===== config.mk =====
export PLATFORM = sky130hd
export DESIGN_NAME = parity_check_rx
export DESIGN_NICKNAME = d
export VERILOG_FILES = /design/src/rtl/parity_pkg.sv /design/src/rtl/parity_reduce.sv /design/src/rtl/parity_check_rx.sv
export SDC_FILE = /design/constraint.sdc
export NUM_CORES = 1
export LEC_CHECK = 0
export BUFFER_PORTS_ARGS = -buffer_cell sky130_fd_sc_hd__buf_4
export CAP_MARGIN = 20
export CORE_ASPECT_RATIO = 0.75
export CORE_MARGIN = 8
export CORE_UTILIZATION = 36
export CTS_CLUSTER_SIZE = 14
export DETAILED_ROUTE_END_ITERATION = 10
export REMOVE_ABC_BUFFERS = 1
export SETUP_SLACK_MARGIN = 0.1
export SYNTH_ARGS = -nofsm -noshare
export SYNTH_HDL_FRONTEND = slang
export SYNTH_HIERARCHICAL = 1
export SYNTH_SLANG_ARGS = --single-unit

===== constraint.sdc =====
create_clock -name clk -period 4.7 [get_ports clk]
set_clock_uncertainty 0.05 [all_clocks]
set_input_delay 0 -clock clk [delete_from_list [all_inputs] [get_ports clk]]
set_output_delay 0 -clock clk [all_outputs]
set_load 0.005 [all_outputs]

===== src/rtl/parity_pkg.sv =====
// Shared definitions for the serial parity receiver and related parity blocks.
package parity_pkg;

  typedef enum logic [1:0] {
    ST_IDLE   = 2'd0,
    ST_DATA   = 2'd1,
    ST_PARITY = 2'd2
  } rx_state_e;

  localparam int DATA_W_DEF = 4;
  localparam int ERR_CNT_W  = 8;

endpackage


===== src/rtl/parity_reduce.sv =====
// XOR reduction of a data word; 1 means an odd number of ones.
module parity_reduce #(
  parameter int DATA_W = 4
) (
  input  logic [DATA_W-1:0] data_i,
  output logic              parity_o
);

  assign parity_o = ^data_i;

endmodule


===== src/rtl/parity_check_rx.sv =====
// Serial frame receiver: DATA_W data bits MSB first, then one parity bit.
// Reports the captured word, parity mismatch and a saturating error count.
module parity_check_rx
  import parity_pkg::*;
#(
  parameter int DATA_W     = DATA_W_DEF,
  parameter bit PARITY_ODD = 1'b0
) (
  input  logic                 clk,
  input  logic                 rst,
  input  logic                 start,
  input  logic                 bit_in,
  input  logic                 bit_valid,
  output logic [DATA_W-1:0]    data_out,
  output logic                 data_valid,
  output logic                 parity_err,
  output logic [ERR_CNT_W-1:0] err_count,
  output logic                 busy
);

  localparam int CNT_W = $clog2(DATA_W + 1);

  rx_state_e              state_q, state_d;
  logic [CNT_W-1:0]       cnt_q, cnt_d;
  logic [DATA_W-1:0]      shreg_q, shreg_d;
  logic [DATA_W-1:0]      dout_q, dout_d;
  logic                   dv_q, dv_d;
  logic                   perr_q, perr_d;
  logic [ERR_CNT_W-1:0]   errcnt_q, errcnt_d;
  logic                   busy_q, busy_d;
  logic                   data_par;
  logic                   mismatch;

  function automatic logic [ERR_CNT_W-1:0] sat_inc(input logic [ERR_CNT_W-1:0] v);
    return (v == {ERR_CNT_W{1'b1}}) ? v : v + 1'b1;
  endfunction

  parity_reduce #(.DATA_W(DATA_W)) u_reduce (
    .data_i   (shreg_q),
    .parity_o (data_par)
  );

  assign mismatch = data_par ^ bit_in ^ PARITY_ODD;

  always_comb begin
    state_d  = state_q;
    cnt_d    = cnt_q;
    shreg_d  = shreg_q;
    dout_d   = dout_q;
    dv_d     = 1'b0;
    perr_d   = perr_q;
    errcnt_d = errcnt_q;
    case (state_q)
      ST_IDLE: begin
        if (start) begin
          state_d = ST_DATA;
          cnt_d   = '0;
        end
      end
      ST_DATA: begin
        if (start) begin
          cnt_d = '0;
        end else if (bit_valid) begin
          shreg_d    = shreg_q << 1;
          shreg_d[0] = bit_in;
          if (cnt_q == CNT_W'(DATA_W - 1)) begin
            state_d = ST_PARITY;
            cnt_d   = '0;
          end else begin
            cnt_d = cnt_q + 1'b1;
          end
        end
      end
      ST_PARITY: begin
        // start wins over a coincident parity bit: the frame is dropped
        if (start) begin
          state_d = ST_DATA;
          cnt_d   = '0;
        end else if (bit_valid) begin
          state_d = ST_IDLE;
          dout_d  = shreg_q;
          perr_d  = mismatch;
          dv_d    = 1'b1;
          if (mismatch) errcnt_d = sat_inc(errcnt_q);
        end
      end
      default: begin
        state_d = ST_IDLE;
        cnt_d   = '0;
      end
    endcase
    busy_d = (state_d != ST_IDLE);
  end

  always_ff @(posedge clk or posedge rst) begin
    if (rst) begin
      state_q  <= ST_IDLE;
      cnt_q    <= '0;
      shreg_q  <= '0;
      dout_q   <= '0;
      dv_q     <= 1'b0;
      perr_q   <= 1'b0;
      errcnt_q <= '0;
      busy_q   <= 1'b0;
    end else begin
      state_q  <= state_d;
      cnt_q    <= cnt_d;
      shreg_q  <= shreg_d;
      dout_q   <= dout_d;
      dv_q     <= dv_d;
      perr_q   <= perr_d;
      errcnt_q <= errcnt_d;
      busy_q   <= busy_d;
    end
  end

  assign data_out   = dout_q;
  assign data_valid = dv_q;
  assign parity_err = perr_q;
  assign err_count  = errcnt_q;
  assign busy       = busy_q;

endmodule


; After elaboration in Yosys (flattened, before gate mapping)
; Index checks and enable logic that the tools add are counted.
[classes]
n_addsub = 2
multipliers = 0
div = 0
order_cmp = 0
eq_ne = 6
n_shift = 0
n_mux = 15
n_bitwise = 3
reduce_logical = 8
[ops]
columns = op, n
row1 = $mux W2, 6
row2 = $mux W3, 4
row3 = $add A8 B1 Y8 const B, 1
row4 = $eq A8 B8 Y1 const B, 1
row5 = $pmux W2 S3, 1
row6 = $pmux W3 S2, 1
row7 = $reduce_and A3 Y1, 2
row8 = $reduce_and A5 Y1, 1
row9 = $reduce_xor A4 Y1, 1
row10 = $add A3 B1 Y3 const B, 1
row11 = $eq A3 B2 Y1 const B, 1
row12 = $mux W1, 3
row13 = $ne A3 B3 Y1 const B, 1
row14 = $eq A2 B1 Y1 const B, 1
row15 = $eq A2 B2 Y1 const B, 1
row16 = $logic_not A2 Y1, 1
row17 = $ne A2 B1 Y1 const B, 1
row18 = $not A1 Y1, 2
row19 = $reduce_and A2 Y1, 1
row20 = $reduce_bool A2 Y1, 1
row21 = $reduce_or A2 Y1, 1
row22 = $xor A1 B1 Y1, 1
[word_totals]
register_bits = 24
latchBits = 0
mem_bits_rw = 0
mem_bits_ro = 0
out_inout_bits = 15
mem_count = 0

; Longest topological paths before layout
; Gate-level depths: netlist (run 1).
[depth]
depth_word = 6
mapped_depth = 6
ltp_nobuf = 6

; Cells and area by module
; Netlist (run 1), hierarchy kept.
[by_module_without_submodules]
columns = module, instances, cells_each, area_per_inst_um2, seq_area_each_um2
row1 = parity_check_rx, 1, 87, 1071.0, 600.6
row2 = parity_reduce, 1, 3, 26.3, 0.0

; Least setup slack after synthesis (run 1)
; No wires, ideal clock.
[synth_timing]
kind = register -> register
from = reg shreg_q[3]
to = reg errcnt_q[7], in the netlist err_count[7]
setup_ns = 0.125
arrival_ns = 1.572
required_time_ns = 4.525
setup_slack_ns = 2.953
path_stages_with_launch = 7
path_buffers = 0
synth_period_minus_slack_ns = 1.747
cell_sequence = dfrtp_1 > xor2_1 > xnor2_1 > xor2_1 > and4_4 > nand4_1 > mux2_2
[synth_between]
elab_chain_cells = 3
[synth_lines]
columns = item, line
row1 = from (decl), parity_check_rx.sv:25  ; logic [DATA_W-1:0] shreg_q, shreg_d;
row2 = from (signal assigned), parity_check_rx.sv:108  ; shreg_q <= shreg_d;
row3 = $reduce_xor A4 Y1, parity_reduce.sv:9  ; assign parity_o = ^data_i;
row4 = via data_par, parity_check_rx.sv:31  ; logic data_par;
row5 = $xor A1 B1 Y1, parity_check_rx.sv:43  ; assign mismatch = data_par ^ bit_in ^ PARITY_ODD;
row6 = $reduce_and A5 Y1 (no source line), n/a
row7 = to (signal assigned), parity_check_rx.sv:112  ; errcnt_q <= errcnt_d;
row8 = to (decl), parity_check_rx.sv:29  ; logic [ERR_CNT_W-1:0] errcnt_q, errcnt_d;
; The timed path passes the listed nets, and every way through them passes these cells.
; A chain may end at the register's enable or synchronous reset.

; Worst setup path in the final report (run 1)
[layout_timing]
from = reg shreg_q[2]
to = reg errcnt_q[7], in the netlist err_count[7]
; The elaborated chain is that of the path after synthesis.

==> results.yml, run 1 <==
run_status:
  status: "finished clean"
global_route:
  grt_pass1_vias: 721
  grt_max_degree: 25
  grt_pass1_wl_mm: 3.34
  grt.overflow.total: 0
  track_usage: 0.0803
  antenna_found_initial: 0
flow_run:
  cap_violations: 0
placed_design:
  place_ws_ns: 2.84
  routabilityCongestion: 0.764
  dp.final_hpwl_mm: 1.44
  dp_cells: 145
  numPortBuffers: 19
power_and_ir_drop:
  sw_frac_of_total: 0.245
  p_leak_uw: 0.000650
  seq_power_share: 0.537
  p_comb_frac: 0.147
  power-per-cell-area_nw_per_um2: 316
  power.internal_uw: 326
  clkPwrFrac: 0.316
  p_sw_uw: 106
  peakVddDrop_uv: 167
setup_path:
  critPathMaxFanout: 4
  crit_required_ns: 4.80
  rrSetupSlack_ns: 2.84
  path_class: "reg2reg"
  crit_arrival_ns: 1.96
  worst-r2r-cell-count: 6
  r2r_end: "err_count[7]"
  r2r-start: "shreg_q[2]"
  crit_path_start_kind: "register"
  endpoint_kind: "register"
synth:
  netlist_area_sq_um: 1100
  yosysWarningCount: 6
  synth_cell_types: 28
  yosysTopAreaCell: "dfrtp_1"
  synth_seq_area_share: 0.547
  synth-seq-cells: 24
  synth_top_area_frac: 0.547
  syn_inst: 90
  syn_avg_cell_area_sq_um: 12.2
  synth.area.top_cells: "dfrtp_1, mux2_2, xnor2_1"
sta:
  final_hold_viol_count: 0
  setup_violations: 0
  max_slew_margin: 0.415
  fin_crit_sh: 0.395
  rsz0062_at_grt: "false"
  worst_pin_slew_ns: 0.876
  drv_slew: 0
  finalCriticalPeriod_ns: 1.86
  worst_slack_ns: 2.84
  fin_setup_tns_ns: 0
  fmax_ghz: 0.538
detailed_routing:
  wl_per_cell_microns: 12.5
  wl_mm: 1.92
  drt_pass1_iterations: 4
  drtIter0Drc: 36
  antenna_left: 0
  via_per_inst: 4.95
  vias: 758
  drc: 0
cts:
  clockBufferDepth: 2
  clk_pin_slew_ns: 0.08
  clkSinkCount: 24
  cts_tree: "yes"
  insertion_delay_ns: 0.26
  cts_made_buffers: 3
  htree_levels: 1
  cts_resized: 0
  root_buffer: "clkbuf_8"
cells_and_area:
  final_cells: 153
  diodes: 0
  layout-drive-gt1-share: 0.330
  regArea_sq_um: 601
  fillers: 264
  syn2layout_area_growth_pct: 24.6
  fin_nets: 123
  multi_input_area_sq_um: 478
die:
  start_util: 0.377
  ios: 20
  core_area_sq_um: 2910
  row_count: 17
  fp.dieH_microns: 63.8
  dieWidth_microns: 79.8
  die_area_sq_um: 5090
worst_hold_path:
  hold_path.class: "in2async"
## power by group through the flow
stage | clock [uW] | sequential [uW] | combinational (uW)
2_1_floorplan | 0 | 233 | 49.8
3_3_place_gp | 0 | 235 | 59.0
3_5_place_dp | 0 | 236 | 62.2
4_1_cts | 142 | 232 | 65.0
5_1_grt | 148 | 234 | 70.9
6_report | 136 | 232 | 63.6
## layout make-up
class / instances / share of cell area
inverters: 1 / 0.00274
well taps: 38 / 0.0348
repair buffers: 23 / 0.134
multi-input cells: 63 / 0.349
flip-flops and latches: 24 / 0.439
clock buffers: 4 / 0.0403
## critical path: stages, from the launching register on
cell	delay (ns)
dfrtp_1	0.42
xor2_1	0.16
xnor2_1	0.19
xor2_1	0.27
and4_4	0.28
nand4_1	0.10
mux2_2	0.28
## flip-flops by register name (all words and copies together) (netlist names)
signal      cells
data_valid      1
busy            1
parity_err      1
err_count       8
shreg_q         4
cnt_q           3
state_q         2
data_out        4
## layer usage
layer | GRT usage | part of all wire | up-vias
li1 | - | - | 377
met1 | 0.106 | 0.49 | 362
met2 | 0.116 | 0.45 | 16
met3 | 0.0321 | 0.047 | 3
met4 | 0.0271 | 0.0073 | 0
met5 | 0 | 0 | -
## synth_stat cells, drive strengths merged
cell type  count
a21oi          6
and4           2
a21o           1
o22a           1
and3           2
dfrtp         24
nand2b         5
nand4          2
nand3          5
ha             2
clkbuf         1
nand2          5
inv            1
o21ai          1
nor2           3
xnor2          4
xor2           2
o21a           1
nand4b         1
nor2b          1
and4bb         1
a22oi          1
a31oi          1
a21boi         1
nand3b         2
mux2          13
buf            1
## cell families after synthesis
family,share of synthesized area
muxes,0.133
AOI/OAI and AO/OA,0.0730
adders and majority gates,0.0228
buffers and inverters,0.0171
xor gates and xnor gates,0.0479
and+or+nand+nor,0.158
DFF,0.547
## per-stage QoR
step | power (uW) | area, sq um | util | hold WS (ns)
final | 432 | 1370 | 0.469 | 0.434
after global routing | 453 | 1370 | 0.469 | 0.451
after CTS | 439 | 1370 | 0.469 | 0.423
after detailed placement | 298 | 1270 | 0.437 | 0.169
after global placement | 294 | 1270 | 0.437 | 0.162
after floorplan | 282 | 1080 | - | -0.0354
## what timing repair did
item	in CTS	in global routing
setup buffers	0	0
endpoints found under the hold margin	30	0
hold buffers	4	0
## how the worst max path moves through the flow
stage / start / to / slack, ns / cells after the start
after floorplan: shreg_q[3] / err_count[7] / 2.95 / 6
after global placement: shreg_q[1] / err_count[7] / 2.88 / 6
after detailed placement: shreg_q[3] / err_count[7] / 2.84 / 6
after CTS: shreg_q[3] / err_count[7] / 2.82 / 6
after global routing: shreg_q[3] / err_count[7] / 2.73 / 6
final: shreg_q[2] / err_count[7] / 2.84 / 6
## cells in the final DEF, fill, tap and decap left out, drive strengths merged, types with 2 or more instances in the layout
cell         netlist  layout
nand4              2       2
clkbuf             1       4
nand2b             5       5
ha                 2       2
a21oi              6       6
nand3              5       5
nor2               3       3
xnor2              4       4
and4               2       2
nand2              5       5
dlygate4sd3        0       4
mux2              13      13
nand3b             2       2
dfrtp             24      24
and3               2       2
xor2               2       2
buf                1      19
(Power assumes the default switching activity.)
==> run 2, diff against run 1 <==
==> constraint.sdc (replaced) <==
create_clock -name clk -period 1.9 [get_ports clk]
set_clock_uncertainty 0.05 [all_clocks]
set_input_delay 0 -clock clk [delete_from_list [all_inputs] [get_ports clk]]
set_output_delay 0 -clock clk [all_outputs]
set_load 0.005 [all_outputs]
==> run 2 against run 1 <==
Core utilization up 2.5 points; power grew to 2.6 times the previous value; sequential share of layout area down 2.2 points; sequential power grew 140%; register-to-register slack got worse by 2.7 ns; highest routed layer unchanged.
==> results.yml, run 2 (same netlist as run 1, synthesis figures left out) <==
sta:
  max_slew_margin: 0.752
  rsz0062_at_grt: "true"
  worst_pin_slew_ns: 0.370
  fin_crit_sh: 0.949
  finalCriticalPeriod_ns: 1.80
  worst_slack_ns: 0.0965
  fmax_ghz: 0.554
  final_hold_viol_count: 0
  fin_setup_tns_ns: 0
  setup_violations: 0
  whs_ns: 0.282
  drv_slew: 0
cells_and_area:
  final_common_cell: "buf_4"
  syn2layout_area_growth_pct: 31.4
  layout-drive-gt1-share: 0.385
  final_cell_mix: "buf_4, dfrtp_1, mux2_2"
  fillers: 259
  diodes: 0
  post-route-util: 0.495
  fin_nets: 130
  largest_reg_flops: 8
detailed_routing:
  dr_wl_met2_mm: 1.10
  drt_pass1_iterations: 4
  drc: 0
  drtIter0Drc: 72
  antenna_left: 0
  dr.max_layer_used: "met4"
  dr_wl_met3_microns: 111
  wl_per_cell_microns: 13.4
  via_per_inst: 4.91
  wl_mm: 2.14
  vias: 785
  wl_met1_microns: 914
cts:
  cts_made_buffers: 3
  clkSinkCount: 24
  cts_tree: "yes"
  insertion_delay_ns: 0.26
  clockBufferDepth: 2
  htree_levels: 1
  root_buffer: "clkbuf_8"
  clk_pin_slew_ns: 0.08
die:
  ios: 20
  start_util: 0.377
  dieWidth_microns: 79.8
  core_area_sq_um: 2910
  fp.dieH_microns: 63.8
  row_count: 17
  die_area_sq_um: 5090
placed_design:
  dp.final_hpwl_mm: 1.57
  routabilityCongestion: 0.727
  numPortBuffers: 19
  place_ws_ns: 0.00388
run_status:
  status: "finished clean"
global_route:
  grt_pass1_wl_mm: 3.75
  antenna_found_initial: 0
  grt_pass1_vias: 817
  track_usage: 0.0913
  grt.overflow.total: 0
  grt_max_degree: 25
flow_run:
  cap_violations: 0
setup_path:
  r2r_end: "err_count[7]"
  worstPathCellList: "xor2_1, xnor2_1, xor2_1, and4_4, nand4_1, mux2_2"
  crit_required_ns: 2.00
  critPathMaxFanout: 3
  crit_buf_inv: 0
  critical_path.startpoint: "shreg_q[3]"
  crit_arrival_ns: 1.91
  cpPeakStageDelay_ns: 0.40
  endpoint_kind: "register"
  rrSetupSlack_ns: 0.1
  worst-r2r-cell-count: 6
  crit_top_cell: "xor2_1"
  endpoint: "err_count[7]"
  path_depth: 6
  crit_path_start_kind: "register"
  cpMaxStageDelayCell: "dfrtp_1"
  crit_family: "XOR/XNOR gates"
  path_class: "reg2reg"
  r2r-start: "shreg_q[3]"
worst_hold_path:
  hold_path.class: "in2async"
power_and_ir_drop:
  power-per-cell-area_nw_per_um2: 793
  total_power_uw: 1140
  peakVddDrop_uv: 477
  p_leak_uw: 0.000686
==> run 2: power breakdown <==
| group | internal (uW) | total [uW] | switching, uW |
|---|---|---|---|
| logic | 126 | 235 | 108 |
| registers | 542 | 568 | 25.9 |
| clock network | 185 | 340 | 155 |
| total | 853 | 1140 | 290 |
==> run 2: area by class of cell <==
| cell class | count | area [sq um] | area share |
|---|---|---|---|
| inverter | 1 | 3.75 | 0.00260 |
| tap | 38 | 47.5 | 0.0330 |
| multi-input combinational | 63 | 499 | 0.346 |
| timing repair buffer | 30 | 235 | 0.163 |
| clock buffer | 4 | 55.1 | 0.0382 |
| sequential | 24 | 601 | 0.417 |
==> run 2: worst reg2reg max path, cell delays in order (launching register included) <==
cell and delay, ns:
dfrtp_1 0.40, xor2_1 0.18, xnor2_1 0.16, xor2_1 0.25, and4_4 0.26, nand4_1 0.10
mux2_2 0.29
==> run 2: stage by stage <==
step | cell area, sq um | instances
2_1_floorplan | 1080 | 88
3_3_place_gp | 1290 | 148
3_5_place_dp | 1290 | 148
4_1_cts | 1420 | 160
5_1_grt | 1440 | 160
6_report | 1440 | 160
==> run 2: worst min-delay path by stage <==
stage	startpoint	end	slack (ns)	cells past startpoint
finish	rst	busy	0.28	4
global route	rst	err_count[4]	0.33	4
CTS	rst	busy	0.29	4
detailed placement	rst	busy	0.02	3
global placement	rst	busy	0.02	3
floorplan	rst	busy	-0.04	1
==> run 2: timing repair <==
action,in CTS,in global routing
setup endpoints to repair,3,6
pin swaps,4,2
gates resized for setup,0,4
hold buffers,4,0
hold endpoints to repair,29,0
buffers inserted,4,0
==> run 2: per-layer routing <==
layer,vias up,global-route usage
li1,385,-
met1,385,0.106
met2,13,0.145
met3,2,0.0405
met4,0,0.0339
met5,-,0
==> run 3, diff against run 2 <==
--- a/config.mk
+++ b/config.mk
@@ -8,7 +8,7 @@
 export BUFFER_PORTS_ARGS = -buffer_cell sky130_fd_sc_hd__buf_4
 export CAP_MARGIN = 20
 export CORE_ASPECT_RATIO = 0.75
-export CORE_MARGIN = 8
+export CORE_MARGIN = 2
 export CORE_UTILIZATION = 36
 export CTS_CLUSTER_SIZE = 14
 export DETAILED_ROUTE_END_ITERATION = 10
==> run 3 against run 2 <==
Final cell count rose by 1.3%; highest routed layer unchanged; largest power group unchanged; power is 9.6% higher; clock power is 29% higher; routed wire length down 6.7%; critical path type unchanged.
==> results.yml, run 3 (same netlist as run 1, synthesis figures left out) <==
run_status:
  status: "finished clean"
detailed_routing:
  drtIter0Drc: 25
  via_per_inst: 4.91
  wl_per_cell_microns: 12.3
  antenna_left: 0
  vias: 795
  wl_mm: 2.00
  drc: 0
  drt_pass1_iterations: 4
setup_path:
  endpoint_kind: "register"
  critical_path.startpoint: "shreg_q[0]"
  cpMaxStageDelayCell: "dfrtp_1"
  critPathMaxFanout: 4
  crit_family: "XOR/XNOR gates"
  crit_arrival_ns: 1.95
  cpPeakStageDelay_ns: 0.42
  worst-r2r-cell-count: 6
  worstPathCellList: "xnor2_2, xnor2_1, xor2_1, and4_4, nand4_1, mux2_2"
  r2r_end: "err_count[7]"
  crit_required_ns: 2.00
  rrSetupSlack_ns: 0.05
  crit_path_start_kind: "register"
  path_class: "reg2reg"
  crit_buf_inv: 0
  r2r-start: "shreg_q[0]"
global_route:
  grt_pass1_wl_mm: 3.42
  grt_pass1_vias: 793
  grt.overflow.total: 0
  antenna_found_initial: 0
  track_usage: 0.129
  grt_max_degree: 25
cells_and_area:
  diodes: 0
  fillers: 260
  post-route-util: 0.516
  fin_nets: 132
  syn2layout_area_growth_pct: 37.1
  layout-drive-gt1-share: 0.419
  final_common_cell: "buf_4"
  largest_reg_flops: 8
  final_cell_mix: "buf_4, dfrtp_1, mux2_2"
sta:
  fmax_ghz: 0.542
  rsz0062_at_grt: "true"
  setup_violations: 0
  whs_ns: 0.281
  worst_pin_slew_ns: 0.335
  worst_slack_ns: 0.0537
  fin_crit_sh: 0.972
  max_slew_margin: 0.776
  drv_slew: 0
  finalCriticalPeriod_ns: 1.85
  final_hold_viol_count: 0
die:
  die_area_sq_um: 3510
  ios: 20
  core_area_sq_um: 2910
  start_util: 0.377
  dieWidth_microns: 67.8
  fp.dieH_microns: 51.8
  row_count: 17
cts:
  cts_tree: "yes"
  root_buffer: "clkbuf_8"
  clk_pin_slew_ns: 0.08
  insertion_delay_ns: 0.26
  cts_made_buffers: 3
  clockBufferDepth: 2
  htree_levels: 1
  clkSinkCount: 24
placed_design:
  routabilityCongestion: 0.723
  place_ws_ns: 0.0438
  numPortBuffers: 19
  dp.final_hpwl_mm: 1.38
power_and_ir_drop:
  total_power_uw: 1250
  power-per-cell-area_nw_per_um2: 833
  peakVddDrop_uv: 735
  p_leak_uw: 0.000719
worst_hold_path:
  hold_path.class: "in2async"
flow_run:
  cap_violations: 0
run 3: timing repair:
action / in CTS / in global routing
pin swaps: 5 / 2
hold endpoints to repair: 29 / 0
endpoints found under the setup margin: 3 / 7
resized for setup: 2 / 8
buffers inserted: 5 / 2
hold buffers: 4 / 0
run 3: final cells by class:
| cell class | instances | area (sq um) | area share |
|---|---|---|---|
| inverter | 1 | 3.75 | 0.00250 |
| multi-input combinational | 63 | 519 | 0.345 |
| tap | 38 | 47.5 | 0.0316 |
| clock buffer | 3 | 41.3 | 0.0275 |
| timing repair buffer | 32 | 262 | 0.174 |
| clock inverter | 1 | 30.0 | 0.0200 |
| sequential | 24 | 601 | 0.399 |
run 3: power by group:
group / switching [uW] / internal [uW]
Sequential: 29.5 / 542
Combinational: 111 / 131
Clock: 157 / 281
Total: 297 / 955
run 3: stage by stage:
step           TNS (ns)  cells  instance area [sq um]
6_report              0    162                   1500
4_1_cts               0    161                   1460
2_1_floorplan         0     88                   1080
5_1_grt          -0.301    162                   1500
3_5_place_dp          0    148                   1290
3_3_place_gp          0    148                   1290
run 3: worst max-delay path by stage:
stage                   endpoint  slack (ns)  cells after the start
finish              err_count[7]        0.05                      6
global route        err_count[7]       -0.09                      6
floorplan           err_count[7]        0.15                      6
detailed placement  err_count[7]        0.04                      6
global placement    err_count[7]        0.07                      6
CTS                 err_count[7]        0.06                      6
run 3: worst register-to-register path: stages (launching register included):
cell     delay (ns)
dfrtp_1        0.42
xnor2_2        0.15
xnor2_1        0.18
xor2_1         0.28
and4_4         0.28
nand4_1        0.10
mux2_2         0.28
run 3: layer usage:
metal,vias to the layer above,part of all wire,global-route usage
li1,390,-,-
met1,388,0.50,0.171
met2,15,0.46,0.208
met3,2,0.042,0.0390
met4,0,0.0045,0.0306
met5,-,0,0
